$ cat src/rtl/control_sequencer.sv
// Multi-cycle control sequencer for the accumulator core: FETCH/DECODE/EXEC/HALT stage FSM,
// opcode decode into single-cycle commit strobes, memory-ready stalls and call-depth tracking.
module control_sequencer #(
  parameter int unsigned OPW   = 5,
  parameter int unsigned ALUW  = 5,
  parameter int unsigned DEPTH = 8,
  localparam int unsigned DW   = $clog2(DEPTH + 1)
) (
  input  logic            clk,
  input  logic            rst_n,
  input  logic            instr_valid,
  input  logic [OPW-1:0]  opcode,
  input  logic            equalQ,
  input  logic            gtQ,
  input  logic            ltQ,
  input  logic            zeroQ,
  input  logic            mem_ready,
  output logic            fetch_req,
  output logic [1:0]      stage,
  output logic            mem_req,
  output logic            memRead,
  output logic            memWrite,
  output logic            regWrite,
  output logic            memToReg,
  output logic            regToReg,
  output logic            regToMem,
  output logic            jump,
  output logic            call,
  output logic            ret,
  output logic            lea,
  output logic [ALUW-1:0] ALUOp,
  output logic [DW-1:0]   call_depth,
  output logic            fault,
  output logic            instr_done
);

  typedef enum logic [1:0] {
    StFetch  = 2'b00,
    StDecode = 2'b01,
    StExec   = 2'b10,
    StHalt   = 2'b11
  } state_e;

  localparam logic [OPW-1:0] OpTog   = OPW'(5'b00000);
  localparam logic [OPW-1:0] OpMov   = OPW'(5'b00001);
  localparam logic [OPW-1:0] OpJe    = OPW'(5'b00011);
  localparam logic [OPW-1:0] OpJz    = OPW'(5'b00100);
  localparam logic [OPW-1:0] OpCmp   = OPW'(5'b00101);
  localparam logic [OPW-1:0] OpJmp   = OPW'(5'b00110);
  localparam logic [OPW-1:0] OpLea   = OPW'(5'b01000);
  localparam logic [OPW-1:0] OpStore = OPW'(5'b01001);
  localparam logic [OPW-1:0] OpLoad  = OPW'(5'b01010);
  localparam logic [OPW-1:0] OpCall  = OPW'(5'b01011);
  localparam logic [OPW-1:0] OpRet   = OPW'(5'b01100);
  localparam logic [OPW-1:0] OpJlt   = OPW'(5'b11001);
  localparam logic [OPW-1:0] OpJgt   = OPW'(5'b11010);
  localparam logic [OPW-1:0] OpCmpu  = OPW'(5'b11011);
  localparam logic [OPW-1:0] OpNop   = OPW'(5'b11111);

  localparam logic [DW-1:0] DepthMax = DW'(DEPTH);

  state_e          state_q, state_d;
  logic [OPW-1:0]  opcode_q, opcode_d;
  logic [ALUW-1:0] alu_op_q, alu_op_d;
  logic [DW-1:0]   depth_q, depth_d;
  logic            fault_q, fault_d;
  logic            alu_class;

  always_ff @(posedge clk or negedge rst_n) begin
    if (!rst_n) begin
      state_q  <= StFetch;
      opcode_q <= OpNop;
      alu_op_q <= '0;
      depth_q  <= '0;
      fault_q  <= 1'b0;
    end else begin
      state_q  <= state_d;
      opcode_q <= opcode_d;
      alu_op_q <= alu_op_d;
      depth_q  <= depth_d;
      fault_q  <= fault_d;
    end
  end

  // Anything not claimed by a control-flow, move or memory opcode is passed to the ALU.
  always_comb begin
    case (opcode_q)
      OpTog, OpMov, OpJe, OpJz, OpJmp, OpLea, OpStore, OpLoad, OpCall, OpRet, OpJlt, OpJgt:
        alu_class = 1'b0;
      default: alu_class = 1'b1;
    endcase
  end

  always_comb begin
    state_d    = state_q;
    opcode_d   = opcode_q;
    alu_op_d   = alu_op_q;
    depth_d    = depth_q;
    fault_d    = fault_q;
    fetch_req  = 1'b0;
    mem_req    = 1'b0;
    memRead    = 1'b0;
    memWrite   = 1'b0;
    regWrite   = 1'b0;
    memToReg   = 1'b0;
    regToReg   = 1'b0;
    regToMem   = 1'b0;
    jump       = 1'b0;
    call       = 1'b0;
    ret        = 1'b0;
    lea        = 1'b0;
    instr_done = 1'b0;

    unique case (state_q)
      StFetch: begin
        fetch_req = 1'b1;
        if (instr_valid) begin
          opcode_d = opcode;
          state_d  = StDecode;
        end
      end
      StDecode: begin
        alu_op_d = alu_class ? ALUW'(opcode_q) : '0;
        state_d  = StExec;
      end
      StExec: begin
        case (opcode_q)
          OpLoad: begin
            mem_req = 1'b1;
            memRead = 1'b1;
            if (mem_ready) begin
              memToReg   = 1'b1;
              regWrite   = 1'b1;
              instr_done = 1'b1;
              state_d    = StFetch;
            end
          end
          OpStore: begin
            mem_req = 1'b1;
            if (mem_ready) begin
              memWrite   = 1'b1;
              regToMem   = 1'b1;
              instr_done = 1'b1;
              state_d    = StFetch;
            end
          end
          OpCall: begin
            if (depth_q < DepthMax) begin
              call       = 1'b1;
              jump       = 1'b1;
              depth_d    = depth_q + DW'(1);
              instr_done = 1'b1;
              state_d    = StFetch;
            end else begin
              fault_d = 1'b1;
              state_d = StHalt;
            end
          end
          OpRet: begin
            if (depth_q != '0) begin
              ret        = 1'b1;
              jump       = 1'b1;
              depth_d    = depth_q - DW'(1);
              instr_done = 1'b1;
              state_d    = StFetch;
            end else begin
              fault_d = 1'b1;
              state_d = StHalt;
            end
          end
          default: begin
            instr_done = 1'b1;
            state_d    = StFetch;
            case (opcode_q)
              OpTog, OpCmp, OpCmpu, OpNop: ;
              OpMov: begin
                regWrite = 1'b1;
                regToReg = 1'b1;
              end
              OpJmp: jump = 1'b1;
              OpJe:  jump = equalQ;
              OpJz:  jump = zeroQ;
              OpJlt: jump = ltQ;
              OpJgt: jump = gtQ;
              OpLea: begin
                lea      = 1'b1;
                regWrite = 1'b1;
              end
              default: regWrite = 1'b1;
            endcase
          end
        endcase
      end
      StHalt: ;
      default: state_d = StFetch;
    endcase
  end

  assign stage      = state_q;
  assign ALUOp      = alu_op_q;
  assign call_depth = depth_q;
  assign fault      = fault_q;

endmodule

$ cat config.mk
export PLATFORM = sky130hd
export DESIGN_NAME = control_sequencer
export DESIGN_NICKNAME = d
export VERILOG_FILES = /design/src/rtl/control_sequencer.sv
export SDC_FILE = /design/constraint.sdc
export NUM_CORES = 1
export LEC_CHECK = 0
export ABC_AREA = 0
export CAP_MARGIN = 10
export CORE_ASPECT_RATIO = 1.75
export CORE_MARGIN = 5
export CORE_UTILIZATION = 47
export DETAILED_ROUTE_END_ITERATION = 7
export PLACE_DENSITY = 0.79
export SYNTH_ARGS = -nofsm -noshare
export SYNTH_HDL_FRONTEND = slang
export SYNTH_SLANG_ARGS = --single-unit
export TNS_END_PERCENT = 10
$ cat constraint.sdc
create_clock -name clk -period 2.3 [get_ports clk]
set_input_delay 0.345 -clock clk [delete_from_list [all_inputs] [get_ports clk]]
set_output_delay 0.345 -clock clk [all_outputs]
set_load 0.02 [all_outputs]
Yosys cells after proc, flatten, opt, wreduce, memory -nomap -nowiden

Memories as Yosys holds them, arrays and structs flattened.
Cells that the tools add are included.
Widths: inputs -> output; s select.

Add/subtract/negate cells: 2
Order comparisons: 1
Equal/unequal tests: 22
Mux-type cells: 43
Reduce and logical (&&, ||, !) cells: 13

Operators by type and width:

| kind                | count |
|---|---|
| $mux 1              | 28 |
| $eq 5x4->1 const B  | 5 |
| $eq 5x5->1 const B  | 4 |
| $eq 5x3->1 const B  | 3 |
| $pmux 2 s3          | 2 |
| $ne 2x2->1 const B  | 5 |
| $reduce_or 9->1     | 1 |
| $mux 2              | 4 |
| $mux 4              | 2 |
| $pmux 4 s2          | 1 |
| $reduce_and 4->1    | 2 |
| $pmux 1 s3          | 2 |
| $eq 5x1->1 const B  | 1 |
| $eq 5x2->1 const B  | 1 |
| $logic_not 5->1     | 1 |
| $mux 5              | 1 |
| $pmux 1 s5          | 1 |
| $add 4x1->4 const B | 1 |
| $lt 4x4->1 const B  | 1 |
| $pmux 1 s2          | 2 |
| $reduce_bool 4->1   | 1 |
| $reduce_or 4->1     | 1 |
| $sub 4x1->4 const B | 1 |
| $ne 3x3->1 const B  | 1 |
| other kinds (9)     | 9 |

Register bits: 17
Memory bits (read-only): 32
Memories kept: 1

Memories:

| memory          | depth | width | read ports | clocked after memory_dff | write ports | line | RTL |
|---|---|---|---|---|---|---|---|
| (no name shown) | 32    | 1     | 1          | 0                        | 0           | 87   | `case (opcode_q)` |

Logic depth before layout (Yosys ltp)

Word-level depth: 5
Gate-level depth with buffers: 9
Gate-level depth less buffers: 9

Least setup slack after synthesis

Ideal clock, no wire load.

Path kind: flip-flop to output port
Start: register opcode_q[0]
End: output regWrite
Arrival time: 1961 ps
Data required time: 1955 ps
Setup slack: -6 ps
Cell stages (with the launch flop): 7
Buffers on the path: 0
Path through: dfstp_2 inv_1 ha_1 mux2_2 a22oi_2 a31oi_1 nor3_1

Word-level cells in the longest chain between the ends: 5
Elaborated cells between the ends (all ways): 18
Classes of those cells: 12 x eq/ne; 3 x mux; 3 x reduce/logical

Ends and longest elaborated chain:

| element                                  | line | RTL |
|---|---|---|
| start, declared                          | 63   | `logic [OPW-1:0] opcode_q, opcode_d;` |
| start signal, assigned                   | 72   | `opcode_q <= OpNop;` |
| start signal, assigned                   | 78   | `opcode_q <= opcode_d;` |
| $eq 5x5->1, or another cell as far along | 174  | `case (opcode_q)` |
| $reduce_or 9->1 (no line)                | -    |  |
| $mux 1                                   | 174  |  |
| $pmux 1 s2 *                             | 127  | `case (opcode_q)` |
| $mux 1 *                                 | 114  | `unique case (state_q)` |
| end, declared                            | 23   | `output logic regWrite,` |

Every way passes the cells marked *; elsewhere a longest branch is shown, timed or not.

Worst setup path in the final report

Start: register opcode_q[0]
End: output jump

Word-level cells in the longest chain between the ends: 4
Elaborated cells between the ends (all ways): 13
Classes of those cells: 9 x eq/ne; 3 x mux; 1 x reduce/logical

Ends and longest elaborated chain:

| element                                              | line | RTL |
|---|---|---|
| $eq 5x5->1, or another cell as far along             | 174  |  |
| $pmux 1 s5 / $reduce_or 2->1 (equally long branches) | -    |  |
| $pmux 1 s3 *                                         | 127  |  |
| $mux 1 *                                             | 114  |  |
| end, declared                                        | 27   | `output logic jump,` |

Marked as above.

==> qor.yml <==
status:
  outcome: "finished with violations"
  failed_checks: "setup timing"
synth:
  synth.top_cell.area_share_pct: 22.9
  async_reset_ff_share_pct: 100
  avgSynthCellArea_um2: 10.4
  synth_cell_types: 54
  synth.net_count: 149
  synth_edf_count: 0
  synthFlopType: "dfrtp_1"
  syn_area_mm2: 0.00131
  yosys_warnings: 0
  ys_ff_latch: 17
  synth_top_area_cell: "dfrtp_1"
  syn_inst: 126
  synth.area.top_cells: "dfrtp_1 23%, dfstp_2 10%, ha_1 8.6%, mux2_2 6.0%, inv_1 2.9%"
  synth_seq_area_share_pct: 32.9
timing:
  maxSlewHeadroom_pct: 47.9
  grt_setup_unrepaired: "true"
  setup_viol_count_final: 3
  fin_skew_ns: 0.00422
  tightest_slew_ns: 0.779
  max_freq_ghz: 0.426
  layout_setup_ws_ns: -0.0468
  hold_viol_final: 0
  min_period_ns: 2.35
  finalCritPeriodShare_pct: 102
  tns_ns: -0.0698
  slew_viol_final: 0
floorplanning:
  ios: 38
  rows: 25
  die_area_mm2: 0.00399
  initial_core_util_pct: 48.8
  die_height_um: 79.9
  dieWidth_um: 49.9
  core_area_mm2: 0.00269
setup_path:
  cp.required_ns: 1.96
  crit_fanout: 4
  r2r_end: "call_depth[3]"
  arrival_ns: 2.00
  critPathLaunchType: "flip-flop"
  r2r-start: "opcode_q[0]"
  reg2reg_depth: 11
  critical_path_class: "reg -> out"
  critPathCaptureType: "output port"
  reg2reg_slack_ns: 0.13
cells_and_area:
  area_delta_synth_final_pct: 46.4
  final_area_mm2: 0.00192
  drive_gt1_share_pct: 38.1
  instances_no_fill: 208
  nFillCells: 206
  ff_latch_area_um2: 432
  multi_input_comb_area_um2: 872
  finalNetCount: 205
  fin_util_pct: 71.4
  n_antenna_cell: 0
clocking:
  postCtsHoldBufs: 0
  clk_pin_slew_ns: 0.07
  clockRootBuffer: "clkbuf_8"
  clock_latency_ns: 0.25
  cts.sink_count: 17
  clk_path_buf_depth: 2
  post_cts_buffers: 0
  numCtsBuffers: 3
  cts_tree: "done"
  cts_max_level: 1
drt:
  routedWlPerCell_um: 17.3
  wl_mm: 3.59
  dr.pass1.iters: 4
  ant_nets: 0
  num_vias: 1199
  avgViaCountPerCell: 5.76
  drtIter0Drc: 53
  drc: 0
global_route:
  grt.total_usage_pct: 18.0
  grt_pass1_vias: 1237
  grt_start_max_net_pins: 18
  gr-total-overflow: 0
  grt_pass1_wl_mm: 5.58
  antenna_found_initial: 0
place:
  io_buffers: 37
  place_congestion: 0.913
  dpl_cell_area_mm2: 0.00183
  hpwl_mm: 2.78
  dp_cells: 204
power_and_ir_drop:
  pwr-share-comb_pct: 68.2
  p_clk_share_pct: 9.0
  ir_drop_uv: 664
  power_frac_seq_pct: 22.7
  power.leakage_uw: 0.000884
  netSwitchingPower_uw: 1070
  p_per_area_mw_per_mm2: 1280
  p_total_uw: 2450
  sw_frac_of_total_pct: 43.6
  p_int_uw: 1380
worst_hold_path:
  min_path_type: "reg -> reg"
  min_to: "fault"
  min_from: "fault"
  hold_path_depth: 1
job:
  maxCapViolations: 0
==> per-stage QoR <==
step | hold slack [ns] | worst slack, ns
final | 0.478 | -0.0468
after global routing | 0.521 | -0.133
after CTS | 0.479 | -0.0760
after detailed placement | 0.464 | -0.276
after global placement | 0.469 | -0.225
after floorplan | 0.0494 | 0.0682
==> registers in the layout, indices dropped and copies added (netlist names) <==
name	flops
opcode_q	5
ALUOp	5
fault	1
stage	2
call_depth	4
==> logic make-up after synthesis <==
group	synth area share, %
AND/OR/NAND/NOR	20.5
AO/OA/AOI/OAI	19.4
buffers and inverters	6.48
flip-flops	32.9
multiplexers	8.67
adder cells (fa/ha/maj)	10.1
XOR/XNOR	2.00
==> routing by layer <==
metal | wire (um) | up-vias | track usage, %
met1 | 1360 | 580 | 18.6
li1 | - | 571 | -
met4 | 48 | 0 | 9.19
met5 | 0 | - | 0
met3 | 179 | 6 | 3.93
met2 | 2010 | 42 | 32.9
==> cells in the final DEF (no fill, tap or decap), types with 2 or more instances in the layout <==
master	synthesis	layout
a21oi_1	3	2
a22o_1	4	4
and2_1	2	2
and2b_2	2	2
and3_1	4	4
buf_4	1	23
clkbuf_8	0	3
clkdlybuf4s50_1	0	25
dfrtp_1	12	12
dfstp_2	5	5
dlygate4sd2_1	0	7
ha_1	9	4
ha_2	0	2
ha_4	0	3
inv_1	10	8
inv_2	1	2
mux2_2	7	6
mux2_4	1	2
mux2i_1	2	2
nand2_1	7	7
nand2b_1	3	3
nand3_1	6	6
nor2_1	3	3
nor4_2	1	2
o21ai_0	3	2
o21ai_1	1	2
xnor2_1	3	3
==> how the worst max path moves through the flow <==
stage | from | endpoint | slack [ns] | depth (start not counted)
2_1_floorplan | opcode_q[0] | jump | 0.07 | 6
3_3_place_gp | opcode_q[0] | jump | -0.22 | 7
3_5_place_dp | opcode_q[0] | jump | -0.28 | 7
4_1_cts | opcode_q[0] | jump | -0.08 | 7
5_1_grt | opcode_q[0] | jump | -0.13 | 7
6_report | opcode_q[0] | jump | -0.05 | 7
==> area by class of cell <==
class | count | share of cell area, %
Multi-Input combinational cell | 92 | 45.4
Timing Repair Buffer | 57 | 25.7
Sequential cell | 17 | 22.5
Inverter | 11 | 2.28
Clock buffer | 3 | 2.15
Tap cell | 27 | 1.76
Clock inverter | 1 | 0.260
==> power by group through the flow <==
stage | sequential [uW] | clock [uW] | combinational, uW
floorplan | 629 | 0 | 906
global placement | 544 | 0 | 1520
detailed placement | 553 | 0 | 1560
CTS | 546 | 228 | 1570
global route | 575 | 244 | 1800
finish | 557 | 222 | 1670
==> timing repair <==
action | in CTS | in global routing
pin swaps | 1 | 4
endpoints found under the setup margin | 13 | 7
resized for setup | 31 | 17
==> cell usage after synthesis, types with 2 or more instances <==
master,n
a22o_1,4
mux2i_1,2
dfrtp_1,12
nand2b_1,3
xnor2_1,3
and2_1,2
a31oi_1,2
mux2_2,7
and3_1,4
buf_6,2
ha_1,9
nand2_1,7
a21oi_1,3
buf_2,2
and2b_2,2
nand3_1,6
o21ai_0,3
inv_1,10
nor2_1,3
dfstp_2,5
nor3_1,2
==> worst max-delay path, stage by stage (launching register included) <==
cell	delay [ns]
dfstp_2	0.56
inv_4	0.05
ha_4	0.15
mux2_4	0.27
a22oi_2	0.29
o21ai_1	0.10
a41oi_1	0.16
buf_4	0.17
Note: power is estimated with default switching activity, not from simulation.
